File: config.mk
export PLATFORM = sky130hd
export DESIGN_NAME = data_cache
export DESIGN_NICKNAME = d
export VERILOG_FILES = /design/src/rtl/cache_pkg.sv /design/src/rtl/cache_array.sv /design/src/rtl/data_cache.sv
export SDC_FILE = /design/constraint.sdc
export NUM_CORES = 1
export LEC_CHECK = 0
export CORE_MARGIN = 1
export CORE_UTILIZATION = 40
export CTS_BUF_LIST = sky130_fd_sc_hd__clkbuf_16
export CTS_CLUSTER_DIAMETER = 150
export DETAILED_ROUTE_END_ITERATION = 16
export SLEW_MARGIN = 20
export SYNTH_ARGS = -nofsm -noshare
export SYNTH_HDL_FRONTEND = slang
export SYNTH_SLANG_ARGS = --single-unit
File: constraint.sdc
create_clock -name clk_i -period 22.6 [get_ports clk_i]
set_input_delay 6.78 -clock clk_i [delete_from_list [all_inputs] [get_ports clk_i]]
set_output_delay 6.78 -clock clk_i [all_outputs]
set_load 0.005 [all_outputs]
File: src/rtl/cache_pkg.sv
// rtl/cache_pkg.sv - shared types and default sizes for the direct-mapped data cache
package cache_pkg;

  localparam int DEFAULT_DATA_WIDTH    = 32;
  localparam int DEFAULT_ADDRESS_WIDTH = 32;
  localparam int DEFAULT_INDEX_BITS    = 3;

  // Controller states: serve hits, refill a line, or push a store to memory.
  typedef enum logic [1:0] {
    IDLE       = 2'd0,
    FILL       = 2'd1,
    WRITE_THRU = 2'd2
  } cacheState_e;

endpackage

File: src/rtl/cache_array.sv
// rtl/cache_array.sv - valid/tag/data storage with one write port and combinational read
import cache_pkg::*;

module cache_array #(
  parameter int DATA_WIDTH = DEFAULT_DATA_WIDTH,
  parameter int TAG_WIDTH  = 27,
  parameter int INDEX_BITS = DEFAULT_INDEX_BITS
) (
  input  logic                  clk_i,
  input  logic                  rst_i,
  input  logic [INDEX_BITS-1:0] index,
  input  logic                  wrEn,
  input  logic [TAG_WIDTH-1:0]  wrTag,
  input  logic [DATA_WIDTH-1:0] wrData,
  output logic                  rdValid,
  output logic [TAG_WIDTH-1:0]  rdTag,
  output logic [DATA_WIDTH-1:0] rdData
);

  localparam int NUM_SETS = 1 << INDEX_BITS;

  logic [NUM_SETS-1:0]   validBits;
  logic [TAG_WIDTH-1:0]  tagMem  [NUM_SETS];
  logic [DATA_WIDTH-1:0] dataMem [NUM_SETS];

  // Valid bits are the only reset state; a write always marks the set valid.
  always_ff @(posedge clk_i) begin
    if (rst_i) begin
      validBits <= '0;
    end else if (wrEn) begin
      validBits[index] <= 1'b1;
    end
  end

  // Tag and data are plain storage; stale contents are masked by the valid bit.
  always_ff @(posedge clk_i) begin
    if (wrEn) begin
      tagMem[index]  <= wrTag;
      dataMem[index] <= wrData;
    end
  end

  assign rdValid = validBits[index];
  assign rdTag   = tagMem[index];
  assign rdData  = dataMem[index];

endmodule

File: src/rtl/data_cache.sv
// rtl/data_cache.sv - direct-mapped write-through, no-write-allocate data cache controller
import cache_pkg::*;

module data_cache #(
  parameter int DATA_WIDTH    = DEFAULT_DATA_WIDTH,
  parameter int ADDRESS_WIDTH = DEFAULT_ADDRESS_WIDTH,
  parameter int INDEX_BITS    = DEFAULT_INDEX_BITS
) (
  input  logic                     clk_i,
  input  logic                     rst_i,
  input  logic                     re_i,
  input  logic                     we_i,
  input  logic [ADDRESS_WIDTH-1:0] addr_i,
  input  logic [DATA_WIDTH-1:0]    wdata_i,
  output logic [DATA_WIDTH-1:0]    rdata_o,
  output logic                     stall_o,
  output logic                     mem_req_o,
  output logic                     mem_we_o,
  output logic [ADDRESS_WIDTH-1:0] mem_addr_o,
  output logic [DATA_WIDTH-1:0]    mem_wdata_o,
  input  logic [DATA_WIDTH-1:0]    mem_rdata_i,
  input  logic                     mem_ack_i
);

  localparam int TAG_WIDTH = ADDRESS_WIDTH - INDEX_BITS - 2;

  cacheState_e state, nextState;

  logic [INDEX_BITS-1:0] index;
  logic [TAG_WIDTH-1:0]  tag;
  logic                  lineValid;
  logic [TAG_WIDTH-1:0]  lineTag;
  logic [DATA_WIDTH-1:0] lineData;
  logic                  hit;
  logic                  arrWrEn;
  logic [DATA_WIDTH-1:0] arrWrData;

  assign index = addr_i[INDEX_BITS+1:2];
  assign tag   = addr_i[ADDRESS_WIDTH-1:INDEX_BITS+2];
  assign hit   = lineValid && (lineTag == tag);

  // Byte offset is masked rather than sliced so the whole address stays in use.
  assign mem_addr_o  = addr_i & ~ADDRESS_WIDTH'(3);
  assign mem_wdata_o = wdata_i;

  // Fills take memory data; write-through hits refresh the line with store data.
  assign arrWrData = (state == FILL) ? mem_rdata_i : wdata_i;

  cache_array #(
    .DATA_WIDTH(DATA_WIDTH),
    .TAG_WIDTH (TAG_WIDTH),
    .INDEX_BITS(INDEX_BITS)
  ) u_array (
    .clk_i  (clk_i),
    .rst_i  (rst_i),
    .index  (index),
    .wrEn   (arrWrEn),
    .wrTag  (tag),
    .wrData (arrWrData),
    .rdValid(lineValid),
    .rdTag  (lineTag),
    .rdData (lineData)
  );

  // State register; reset abandons any outstanding memory request.
  always_ff @(posedge clk_i) begin
    if (rst_i) begin
      state <= IDLE;
    end else begin
      state <= nextState;
    end
  end

  // Next-state and output decode; stores take priority over loads in IDLE.
  always_comb begin
    nextState = state;
    stall_o   = 1'b0;
    rdata_o   = '0;
    mem_req_o = 1'b0;
    mem_we_o  = 1'b0;
    arrWrEn   = 1'b0;
    unique case (state)
      IDLE: begin
        if (we_i) begin
          stall_o   = 1'b1;
          nextState = WRITE_THRU;
        end else if (re_i) begin
          if (hit) begin
            rdata_o = lineData;
          end else begin
            stall_o   = 1'b1;
            nextState = FILL;
          end
        end
      end
      FILL: begin
        mem_req_o = 1'b1;
        stall_o   = 1'b1;
        if (mem_ack_i) begin
          arrWrEn   = 1'b1;
          nextState = IDLE;
        end
      end
      WRITE_THRU: begin
        mem_req_o = 1'b1;
        mem_we_o  = 1'b1;
        stall_o   = !mem_ack_i;
        if (mem_ack_i) begin
          arrWrEn   = hit;
          nextState = IDLE;
        end
      end
      default: begin
        nextState = IDLE;
      end
    endcase
  end

endmodule
=== Word level (Yosys, flattened, before mapping) ===
Memory sizes are Yosys's and may differ from the RTL's.
Cells that the tools add are included.
W data, S select, Z words.

* Register bits: 10
* RAM bits: 472
* Input port bits: 101
* Output and inout bits: 99
* Logic and storage cells: 44
* Memories: 2

* Magnitude comparators: 2
* Equal/unequal tests: 6
* Mux-type cells: 25
* Bitwise logic cells: 1
* Reduce and logical (&&, ||, !) cells: 6

{| class="wikitable"
|+ Memory list
! name !! words !! width !! read ports !! clocked after Yosys merged registers in !! write ports !! line !! text
|-
| u_array.dataMem || 8 || 32 || 1 || 0 || 1 || cache_array.sv:24 || <nowiki>logic [DATA_WIDTH-1:0] dataMem [NUM_SETS];</nowiki>
|-
| u_array.tagMem || 8 || 27 || 1 || 0 || 1 || cache_array.sv:23 || <nowiki>logic [TAG_WIDTH-1:0] tagMem [NUM_SETS];</nowiki>
|}

{| class="wikitable"
|+ Operators by type and width
! kind !! count
|-
| $mux W32 || 5
|-
| $eq A27 B27 Y1 || 1
|-
| $mux W1 || 11
|-
| $mux W2 || 4
|-
| $or A8 B8 Y8 || 1
|-
| $ne A3 B3 Y1 const B || 2
|-
| $lt A3 B4 Y1 const B || 1
|-
| $pmux W2 S2 || 1
|-
| $bmux W1 S3 || 1
|-
| $demux W1 S3 || 1
|-
| $ge A3 B1 Y1 const B || 1
|-
| $pmux W1 S3 || 1
|-
| $reduce_and A3 Y1 || 1
|-
| $eq A2 B1 Y1 const B || 1
|-
| $eq A2 B2 Y1 const B || 1
|-
| $logic_and A1 B1 Y1 || 2
|-
| $logic_not A2 Y1 || 1
|-
| $ne A2 B1 Y1 const B || 1
|-
| $pmux W1 S2 || 1
|-
| $reduce_or A2 Y1 || 1
|-
| $logic_not A1 Y1 || 1
|}

=== Depth between registers and ports, before layout ===
* Depth in word-level cells: 7
* Mapped depth: 13

=== By module ===
A second synthesis with hierarchy kept.

* Cells, all modules: 1252
* Area total of the unflattened synthesis: 20340.8 sq um

{| class="wikitable"
|+ By module, submodules not included
! module !! times used !! cells each !! area each (sq um)
|-
| cache_array || 1 || 1005 || 18320.1
|-
| data_cache || 1 || 247 || 2020.7
|}

=== Least setup slack after synthesis ===
OpenSTA, ideal clock, no wires.

* Path type: input-to-output
* From: in addr_i[2]
* To: out rdata_o[17]
* Arrival time: 9.724 ns
* Required time: 15.820 ns
* Slack: 6.096 ns
* Stages: 11
* Path buffers: 4
* Cell sequence: buf_6 -> buf_2 -> buf_1 -> mux4_2 -> mux2i_1 -> xnor2_1 -> nor4_1 -> and4_1 -> nand4_1 -> clkbuf_1 -> nor4_1

* Word-level cells in the longest chain between the ends: 7
* Elaborated cells between the ends (all ways): 10
* Classes of those cells: eq/ne: 1; mux: 6; reduce/logical: 1; memory: 2

{| class="wikitable"
|+ RTL lines
! what !! line !! text
|-
| from (decl) || data_cache.sv:13 || <nowiki>input logic [ADDRESS_WIDTH-1:0] addr_i,</nowiki>
|-
| $mem_v2 Z8 W27 or $bmux W1 S3 (tied branches) || - ||
|-
| $eq A27 B27 Y1 or $mux W1 (tied branches) || data_cache.sv:40, cache_array.sv:43 ||
|-
| $logic_and A1 B1 Y1 || data_cache.sv:40 || <nowiki>assign hit = lineValid && (lineTag == tag);</nowiki>
|-
| $mux W32 * || data_cache.sv:88 || <nowiki>if (hit) begin</nowiki>
|-
| $mux W32 * || data_cache.sv:87 || <nowiki>end else if (re_i) begin</nowiki>
|-
| $mux W32 * || data_cache.sv:84 || <nowiki>if (we_i) begin</nowiki>
|-
| $mux W32 * || data_cache.sv:82 || <nowiki>unique case (state)</nowiki>
|-
| to (decl) || data_cache.sv:15 || <nowiki>output logic [DATA_WIDTH-1:0] rdata_o,</nowiki>
|}

Mark *: on every way between the ends. The rest lies on a longest branch, timed or not. The select of a mux whose other input is x is not followed.

=== Worst setup path after layout ===
* From: in addr_i[2]
* To: out rdata_o[1]

Same word-level chain as after synthesis.

==> results.json <==
{
  "rows": 79,
  "crit_family": "buffers and inverters",
  "cp-start-kind": "input port",
  "htreeDepth": 2,
  "grt_overflow": 0,
  "grt_max_degree": 60,
  "synth-compound-area-share": 0.0525,
  "area_delta_synth_final_pct": 19.2,
  "drc": 8,
  "ys_types": 47,
  "synthAdderAreaFrac": 0.00263,
  "routabilityCongestion": 0.734,
  "fmax_mhz": 55.3,
  "path_max_fanout": 47,
  "ir_worst_vdd_v": 0.0000489,
  "arrival_ns": 11.31,
  "die_width_um": 220,
  "drt-initial-drc-count": 691,
  "drtAntennaViolNets": 0,
  "final_common_cell": "edfxtp_1",
  "grt_pass1_wl_um": 63100,
  "drive_gt1_frac": 0.156,
  "crit_type": "input port to output pin",
  "hold_viol": 0,
  "status": "finished with violations",
  "max-slew-margin-rel": 0.287,
  "yosys.area_share.simple": 0.0354,
  "grt.total_usage": 0.177,
  "rsz0062_at_grt": "no",
  "hpwl_um": 22600,
  "cts.sinks": 482,
  "synth_seq_cells": 482,
  "cts_buffers": 47,
  "synthFlopType": "edfxtp_1",
  "avgSynthCellArea_um2": 18.4,
  "start_util": 0.407,
  "drtPass1Iterations": 13,
  "tritoncts": "built",
  "power_density_mw_per_mm2": 81.1,
  "maxCapViolCount": 0,
  "synth_cells": 1035,
  "async_flop_share": 0,
  "nets": 1284,
  "vias": 9887,
  "ios": 200,
  "antenna_found_initial": 0,
  "grt_pass1_vias": 10100,
  "seq_area_frac_synth": 0.755,
  "leakagePower_nw": 7.24,
  "final_max_slew_viol_count": 0,
  "wirelength_um": 42600,
  "holdPathStages": 2,
  "crit_buf_inv": 4,
  "clock_skew_ns": 0.0280,
  "cts.clk_slew.worst_paths_ns": 0.06,
  "fin_util": 0.485,
  "muxShareOfSynthArea": 0.102,
  "port_buffers": 195,
  "max_stage_delay_ns": 0.73,
  "total_power_mw": 1.84,
  "tightest_slew_ns": 1.07,
  "dieArea_mm2": 0.0485,
  "holdBufCountCts": 0,
  "synth_area_mm2": 0.0190,
  "synth_top_family_by_area": "multiplexers",
  "period_needed_ns": 18.09,
  "end_kind": "output pin",
  "cts_setup_buffers": 0,
  "insertion_delay_ns": 0.56,
  "core_mm2": 0.0468,
  "drt-wirelength-per-cell_um": 23.3,
  "cp.required_ns": 15.82,
  "crit_top_cell": "buf_4",
  "die_h_um": 220,
  "ctsResizeCount": 0,
  "rr_worst_depth": 9,
  "cts_root_buffer": "clkbuf_16",
  "final_cell_mix": "472 x edfxtp_1, 192 x clkdlybuf4s50_1, 112 x o22ai_1",
  "critPathSlowestCell": "buf_4",
  "post-route-period-util": 0.801,
  "timing.setup.tns_ns": 0,
  "via_per_inst": 5.42,
  "violations": "design-rule violations",
  "clk_path_buf_depth": 3,
  "synthXorXnorAreaFrac": 0.0124,
  "ys.warnings.count": 0,
  "cp_num_cells": 11,
  "finalSetupViolations": 0,
  "diodes": 0,
  "synth-edff-count": 472,
  "path_cells": "buf_4, buf_4, mux4_2, mux2i_1, xnor2_1, nor4_1, and4_1, nand4_1, buf_4, nor4_1, clkdlybuf4s50_1",
  "hold_path.class": "flip-flop to flip-flop"
}
==> power breakdown <==
group	internal [mW]	leakage [nW]	switching [mW]	total, mW
logic	0.0556	2.15	0.0609	0.117
registers	0.988	4.32	0.000731	0.989
clock network	0.419	0.764	0.317	0.736
==> stage by stage <==
stage	setup slack (ns)	instance area, um2	hold WS [ns]	instances
6_report	4.51	22700	0.464	1825
4_1_cts	4.47	22700	0.463	1825
3_3_place_gp	4.47	21200	0.440	1737
5_1_grt	4.30	22700	0.486	1825
3_5_place_dp	4.49	21200	0.446	1737
2_1_floorplan	6.10	19000	0.427	1036
==> registers in the layout, indices dropped and copies added (netlist names) <==
signal and flops:
u_array.tagMem 216, state 2, u_array.dataMem 256, u_array.validBits 8
==> synth_stat cells (all sizes together) (5+ instances only) <==
cell	count	share of area
nand2b	12	0.0039
xnor2	14	0.0064
nand4	5	0.0016
edfxtp	472	0.74
o22ai	112	0.037
buf	85	0.031
nor2	43	0.0085
nor4	8	0.0026
dfxtp	10	0.011
xor2	13	0.0060
nand2	7	0.0014
or4	26	0.010
mux4	53	0.063
clkbuf	36	0.0071
mux2	39	0.023
o31ai	9	0.0041
mux2i	30	0.016
o221ai	11	0.0051
inv	10	0.0020
==> final cells by class <==
cell class	count	area (um2)
clock buffer	48	1200
clock inverter	40	259
fill	3857	24100
inverter	10	37.5
multi-input combinational	423	3970
sequential	482	14400
tap	607	759
timing repair buffer	215	2090
==> worst register-to-register path, delay by kind of cell (launching register included) <==
kind            cells  cell delay [ns]
mux                 2             0.63
flops               1             0.36
compound gates      1             0.43
xor+xnor            1             0.29
simple gates        3             1.98
buf+inv             2             0.89
==> logic make-up after synthesis <==
kind of cell	Yosys count
xor gates and xnor gates	27
other	1
AOI/OAI and AO/OA	149
and+or+nand+nor	119
DFF	482
muxes	122
buffers and inverters	131
adders and majority gates	4
==> path summary, 6_finish.rpt <==
check / start / endpoint / slack, ns
worst max register to register: u_array.tagMem[7][19]$_DFFE_PP_ / u_array.tagMem[3][14]$_DFFE_PP_ / 17.63
worst min-delay path: u_array.validBits[3]$_SDFFE_PP0P_ / u_array.validBits[3]$_SDFFE_PP0P_ / 0.46
worst max-delay path: addr_i[2] / rdata_o[1] / 4.51
worst min register to register: u_array.validBits[3]$_SDFFE_PP0P_ / u_array.validBits[3]$_SDFFE_PP0P_ / 0.46
==> layer usage <==
metal  track usage  share of wire  vias to the layer above
met5             0              0                        -
met4        0.0428          0.016                        0
met3        0.0229          0.050                       55
met2         0.298           0.50                      273
met1         0.245           0.43                     5095
li1              -              -                     4464
Power figures use the tool's default switching activity.
==> patch, RTL diff (same settings) <==
The 3 states of `cacheState_e` get a one-hot encoding in 3 bits.
--- a/src/rtl/cache_pkg.sv
+++ b/src/rtl/cache_pkg.sv
@@ -6,10 +6,10 @@
   localparam int DEFAULT_INDEX_BITS    = 3;
 
   // Controller states: serve hits, refill a line, or push a store to memory.
-  typedef enum logic [1:0] {
-    IDLE       = 2'd0,
-    FILL       = 2'd1,
-    WRITE_THRU = 2'd2
+  typedef enum logic [2:0] {
+    IDLE       = 3'b001,
+    FILL       = 3'b010,
+    WRITE_THRU = 3'b100
   } cacheState_e;
 
 endpackage
Function: same outputs for any inputs over 4 cycles, from zero or initial values and one cycle with rst_i high; so few cycles prove little.
==> patch against the unedited design <==
Total power grew 0.43%; highest routed layer unchanged; synthesized cell count grew 7.3%; register-to-register slack gained 0.22 ns; final area grew 0.90%; synthesized area grew 1.1%; largest power group unchanged; sequential cell count grew 1; setup slack lost 0.69 ns; wire length shrank 0.79%.
==> patch: results (changes against the unedited design) <==
Adder-Cell Fraction of Synth Area=0 (was 0.002630); hold slack=0.4607 ns (was 0.4637 ns); Clk Latency, worst-skew pair=0.58 ns (was 0.56 ns); leak pwr=7.474 nW (was 7.241 nW); outcome=finished, final reports clean (was finished with violations); fin nets=1364 (was 1284); GRT Total Usage=0.1724 (was 0.1772); mux contribution to synthesized area=0.09358 (was 0.1016); syn avg cell area=17.32 um^2 (was 18.39 um^2); Max-Slew Margin vs Limit=0.2847 (was 0.2872); r2r worst-path depth=10 (was 9); launching point of the worst reg2reg path=u_array.tagMem[5][18]$_DFFE_PP_ (was u_array.tagMem[7][19]$_DFFE_PP_); metal3 WL=2680 um (was 2112 um); compound-gate portion of the synthesized area=0.06120 (was 0.05253); Post-Place Cells=1819 (was 1737); post-placement cell area=0.02140 mm^2 (was 0.02123 mm^2); skew final=0.02420 ns (was 0.02802 ns); gpl congestion=0.7296 (was 0.7337); Min-Delay Endpoint=u_array.validBits[6]$_SDFFE_PP0P_ (was u_array.validBits[3]$_SDFFE_PP0P_); Fill cells=3905 (was 3857); met2 Use GR=0.2825 (was 0.2977); detailed placer's ending HPWL=22940 um (was 22610 um); FF-to-FF End=u_array.tagMem[7][6]$_DFFE_PP_ (was u_array.tagMem[3][14]$_DFFE_PP_); first-pass GRT wire length=64350 um (was 63110 um); 1st-iter DRT viols=670 (was 691); share of layout cells above drive strength 1=0.1358 (was 0.1560); Cell variety after synth=49 (was 47)
==> patch: area by class of cell <==
class | instances | area, um^2 | area share
Sequential cell | 483 | 14390 | 0.6287
Inverter | 4 | 15.01 | 0.0006558
Multi-Input combinational cell | 505 | 4099 | 0.1790
Timing Repair Buffer | 220 | 2130 | 0.09301
Clock buffer | 50 | 1251 | 0.05465
Tap cell | 607 | 759.5 | 0.03317
Clock inverter | 41 | 247.7 | 0.01082
==> patch: power by group <==
part | total, mW | internal [mW] | switching [mW]
Combinational | 0.111 | 0.0531 | 0.0582
Sequential | 0.989 | 0.987 | 0.00163
Clock | 0.749 | 0.423 | 0.326
==> patch: how the worst max path moves through the flow <==
stage                  end  slack [ns]
4_1_cts        rdata_o[13]        3.78
5_1_grt        rdata_o[13]        3.58
6_report       rdata_o[13]        3.82
3_5_place_dp   rdata_o[13]        3.81
2_1_floorplan  rdata_o[15]        6.82
3_3_place_gp   rdata_o[13]        3.92
